`src/rtl/contador_param.sv`:
```
// contador_param: WIDTH-bit up/down timer with auto-reload or one-shot,
// compare match pulse and sticky terminal interrupt.
module contador_param #(
    parameter int WIDTH = 8
) (
    input  logic             iClk,
    input  logic             iReset,
    input  logic             iClkE,
    input  logic [WIDTH-1:0] ivReload,
    input  logic [WIDTH-1:0] ivCompare,
    input  logic             iUpDown,
    input  logic             iOneShot,
    input  logic             iStart,
    input  logic             iStop,
    input  logic             iSenalCont,
    input  logic             iFlagClr,
    output logic [WIDTH-1:0] ovCuenta,
    output logic             oRunning,
    output logic             oTerminal,
    output logic             oCompareFlag,
    output logic             oIrq
);

    typedef enum logic [1:0] {
        IDLE,
        RUN,
        DONE
    } state_t;

    state_t           state;
    state_t           stateNext;
    logic [WIDTH-1:0] cuenta;
    logic [WIDTH-1:0] cuentaNext;
    logic [WIDTH-1:0] loadVal;
    logic [WIDTH-1:0] termVal;
    logic             terminal;
    logic             terminalNext;
    logic             compare;
    logic             compareNext;
    logic             irq;
    logic             irqNext;
    logic             updated;

    assign loadVal = iUpDown ? '0 : ivReload;
    assign termVal = iUpDown ? ivReload : '0;

    always_comb begin
        stateNext    = state;
        cuentaNext   = cuenta;
        terminalNext = 1'b0;
        compareNext  = 1'b0;
        irqNext      = irq;
        updated      = 1'b0;
        if (iClkE) begin
            if (iFlagClr)
                irqNext = 1'b0;
            unique case (state)
                IDLE: begin
                    if (iStart) begin
                        stateNext  = RUN;
                        cuentaNext = loadVal;
                    end
                end
                RUN: begin
                    if (iStop) begin
                        stateNext = IDLE;
                    end else if (iStart) begin
                        cuentaNext = loadVal;
                        updated    = 1'b1;
                    end else if (cuenta == termVal) begin
                        // Terminal fires on the tick even without an event.
                        terminalNext = 1'b1;
                        irqNext      = 1'b1;
                        if (iOneShot) begin
                            stateNext = DONE;
                        end else begin
                            cuentaNext = loadVal;
                            updated    = 1'b1;
                        end
                    end else if (iSenalCont) begin
                        cuentaNext = iUpDown ? cuenta + 1'b1 : cuenta - 1'b1;
                        updated    = 1'b1;
                    end
                end
                DONE: begin
                    if (iStop) begin
                        stateNext = IDLE;
                    end else if (iStart) begin
                        stateNext  = RUN;
                        cuentaNext = loadVal;
                    end
                end
                default: stateNext = IDLE;
            endcase
            compareNext = updated && (cuentaNext == ivCompare);
        end
    end

    always_ff @(posedge iClk) begin
        if (iReset) begin
            state    <= IDLE;
            cuenta   <= loadVal;
            terminal <= 1'b0;
            compare  <= 1'b0;
            irq      <= 1'b0;
        end else begin
            state    <= stateNext;
            cuenta   <= cuentaNext;
            terminal <= terminalNext;
            compare  <= compareNext;
            irq      <= irqNext;
        end
    end

    assign ovCuenta     = cuenta;
    assign oRunning     = (state == RUN);
    assign oTerminal    = terminal;
    assign oCompareFlag = compare;
    assign oIrq         = irq;

endmodule

```
`config.mk`:
```
export PLATFORM = sky130hd
export DESIGN_NAME = contador_param
export DESIGN_NICKNAME = d
export VERILOG_FILES = /design/src/rtl/contador_param.sv
export SDC_FILE = /design/constraint.sdc
export NUM_CORES = 1
export LEC_CHECK = 0
export BUFFER_PORTS_ARGS = -buffer_cell sky130_fd_sc_hd__clkbuf_2
export CORE_UTILIZATION = 45
export CTS_BUF_LIST = sky130_fd_sc_hd__clkbuf_4
export DETAILED_ROUTE_END_ITERATION = 7
export GPL_ROUTABILITY_DRIVEN = 0
export PLACE_DENSITY = 0.67
export SLEW_MARGIN = 40
export SYNTH_ARGS = -nofsm -noshare
export SYNTH_HDL_FRONTEND = slang
export SYNTH_SLANG_ARGS = --single-unit
```
`constraint.sdc`:
```
create_clock -name iClk -period 4.4 [get_ports iClk]
set_input_delay 0 -clock iClk [delete_from_list [all_inputs] [get_ports iClk]]
set_output_delay 0 -clock iClk [all_outputs]
set_load 0.05 [all_outputs]
```
==> impl_metrics.csv <==
group,metric,value,unit
detailed_routing,wl_per_cell,17.49,µm
detailed_routing,antenna_left,0,
finish,drive_gt1_frac,0.2013,
finish,multiInputGateArea,0.001503,mm²
clocking,htree_levels,1,
floorplan,io_pins,37,
worst_setup_path,cp_cell_sequence,"inv_1 > fa_1 > nor2b_1 > o31a_1 > a211oi_1 > a21o_1 > nor4_1 > or4_1 > nand4_1 > nor4_1 > o2111a_1",
floorplan,die_h,68.32,µm
clocking,ctsHoldBuffers,0,
timing,tightest_slew,0.6954,ns
finish,seq_area,340.3,µm²
clocking,clock_latency,0.30,ns
worst_setup_path,slowest_delay,0.61,ns
power_and_ir_drop,powerDensity,240.5,mW/mm²
floorplan,core,0.004115,mm²
global_route,grt_antenna_before_repair,0,
global_route,grt_max_degree,25,
clocking,clockBufferDepth,2,
finish,antenna_cells,0,
yosys,synth_ff_type,"edfxtp_1",
power_and_ir_drop,p_seq_frac,0.325,
floorplan,rows,23,
floorplan,die_w,68.32,µm
yosys,synth.avg_cell_area,7.277,µm²
clocking,cts_buffers,3,
status,violations,"negative hold slack",
finish,area_growth,10.30,%
worst_setup_path,ff2ff_setup_slack,1.37,ns
timing,rsz0062_at_grt,"false",
global_route,grt_pass1_vias,1970,
yosys,synthDistinctLibCells,68,
place,dpl.hpwl,4.536,mm
global_route,grt_use_total,0.2725,
finish,layout.nets,331,
yosys,synth_cells,272,
global_route,grt-ovfl-total,0,
clocking,clk_pin_slew,0.10,ns
clocking,post_cts_buffers,0,
power_and_ir_drop,swShare,0.4555,
place,portBuffers,36,
worst_setup_path,worst-path-buf-inv,1,
yosys,syn_area,0.001979,mm²
timing,tns,0,ns
worst_setup_path,worst_setup_path_end_kind,"flop",
yosys,async_reset_ff_frac,0,
yosys,synth_seq_cells,13,
timing,period_share,0.6884,
flow_run,drv_cap,0,
detailed_routing,routed_wl,6.085,mm
power_and_ir_drop,clockPowerShare,0.168,
finish,fin_util,0.5306,
power_and_ir_drop,leakagePower,0.8962,nW
worst_setup_path,critPathArrivalTime,3.28,ns
timing,setup_viol,0,
timing,fmax,0.3301,GHz
worst_setup_path,worstPathRequired,4.65,ns
timing,period_minus_slack,3.029,ns
yosys,synth-seq-area-share,0.1719,
power_and_ir_drop,power_frac_comb,0.507,
worst_setup_path,criticalPathCategory,"flop to flop",
power_and_ir_drop,ir_drop,0.0001469,V
yosys,yosysWarnings,0,
timing,finalHoldViolCount,1,
worst_hold_path,hp-class,"primary input to flop",
clocking,cts-root-buf,"clkbuf_4",
finish,fillers,406,
timing,finClkSkew,0.01846,ns
global_route,grt_pass1_wl,9.418,mm
power_and_ir_drop,power_switching,0.2392,mW
yosys,synth_edf_count,8,
timing,drv_slew,0,
power_and_ir_drop,p_int,0.2859,mW
detailed_routing,initialDrtViolationCount,196,
floorplan,die_area,0.004668,mm²
timing,hold_ws,-0.01057,ns
detailed_routing,drc,0,
worst_setup_path,crit_fanout,11,
detailed_routing,drt-pass1-iter-count,5,
worst_setup_path,startpoint_type,"flop",
detailed_routing,via_per_inst,6.466,
clocking,cts_tree,"done",
status,status,"finished, violations left",
worst_setup_path,crit_slowest_cell,"edfxtp_1",
floorplan,start_util,0.4810,
timing,max_slew_margin,0.5357,
clocking,cts.sinks,13,
clocking,cts_resized,0,
worst_setup_path,crit_top_cell,"nor4_1",
worst_setup_path,crit_family,"simple AND/OR/NAND/NOR gates",
yosys,syn_nets,304,
detailed_routing,vias,2250,
placed cells by master, fill, tap and decap left out, drive strengths merged, types with 5 or more instances in the layout:
| master | n |
|---|---|
| inv | 12 |
| ha | 6 |
| xor2 | 6 |
| nor2b | 5 |
| a211oi | 5 |
| o21a | 5 |
| dfxtp | 5 |
| nor3 | 9 |
| nor4 | 6 |
| nand3 | 7 |
| o22ai | 7 |
| o21ai | 22 |
| nand2b | 6 |
| nor2 | 19 |
| o221ai | 5 |
| clkbuf | 40 |
| a21oi | 23 |
| edfxtp | 8 |
| nand2 | 31 |
layout make-up:
class	instances	area share
clock buffers	4	0.01375
inverters	12	0.02063
multi-input cells	230	0.6883
flip-flops and latches	13	0.1559
well taps	50	0.02865
repair buffers	39	0.09284
worst reg2reg max path, delay by kind of cell (launching register included):
kind                     cells  cell delay (ns)
AND/OR/NAND/NOR              5             1.17
AO/OA/AOI/OAI                4             0.63
flip-flops                   1             0.61
adder cells (fa/ha/maj)      1             0.43
buffers and inverters        1             0.15
flip-flops by register name, indices dropped and copies added, names as in the netlist:
register      flops
oTerminal         1
oCompareFlag      1
oIrq              1
state             2
ovCuenta          8
power by group through the flow:
stage               Sequential [mW]  Clock, mW  Combinational (mW)
finish                        0.171     0.0881               0.266
floorplan                     0.187          0               0.181
CTS                           0.170     0.0880               0.263
global placement              0.172          0               0.261
global route                  0.173     0.0920               0.291
detailed placement            0.173          0               0.262
cells in the mapped netlist, types with 4 or more instances:
library cell  instances  area (µm²)
nand2_1              31       116.4
a21oi_1              23       115.1
o21ai_0              21       105.1
nor2_1               17       63.81
inv_1                11       41.29
edfxtp_1              8       240.2
nor3_1                8       40.04
clkbuf_1              7       26.28
nand3_1               7       35.03
ha_1                  6       75.07
nand2b_1              6       37.54
nor4_1                6       37.54
xor2_1                6       52.55
a211oi_1              5       37.54
buf_2                 5       25.02
dfxtp_1               5       100.1
nor2b_1               5       31.28
o21a_1                5       37.54
o221ai_1              5       43.79
and2b_1               4       30.03
mux2i_1               4       40.04
nand4_1               4       25.02
nand4b_1              4       35.03
o22ai_1               4       25.02
xnor2_1               4       35.03
routing by layer:
metal / GRT usage / vias to the layer above / wire length (µm)
met1: 0.3879 / 1039 / 2773
met5: 0 / - / 0
met3: 0.04167 / 8 / 510
met2: 0.4240 / 127 / 2718
li1: - / 1076 / -
met4: 0.06510 / 0 / 82
through the flow:
step	hold WS [ns]	instance area, µm²	worst slack (ns)	std cells	power, mW
floorplan	0.1543	1979	1.330	272	0.3687
global placement	0.2909	2153	1.433	344	0.4330
CTS	0.005491	2183	1.405	348	0.5210
global route	0.03703	2183	1.146	348	0.5565
finish	-0.01057	2183	1.371	348	0.5251
detailed placement	0.3141	2153	1.376	344	0.4347
cell families after synthesis:
group,count (synthesis),share of synthesized area
XOR/XNOR,10,0.04425
AND/OR/NAND/NOR,114,0.3110
adder cells (fa/ha/maj),8,0.05373
flip-flops,13,0.1719
AO/OA/AOI/OAI,94,0.3300
buffers and inverters,29,0.06889
multiplexers,4,0.02023
path summary, 6_finish.rpt:
path / startpoint / to / depth (start not counted)
worst min register to register: oIrq / oIrq / 2
worst max register to register: ovCuenta[0] / oCompareFlag / 11
worst min-delay path: iFlagClr / oIrq / 4
worst max-delay path: ovCuenta[0] / oCompareFlag / 11
Note: power is estimated with default switching activity, not from simulation.
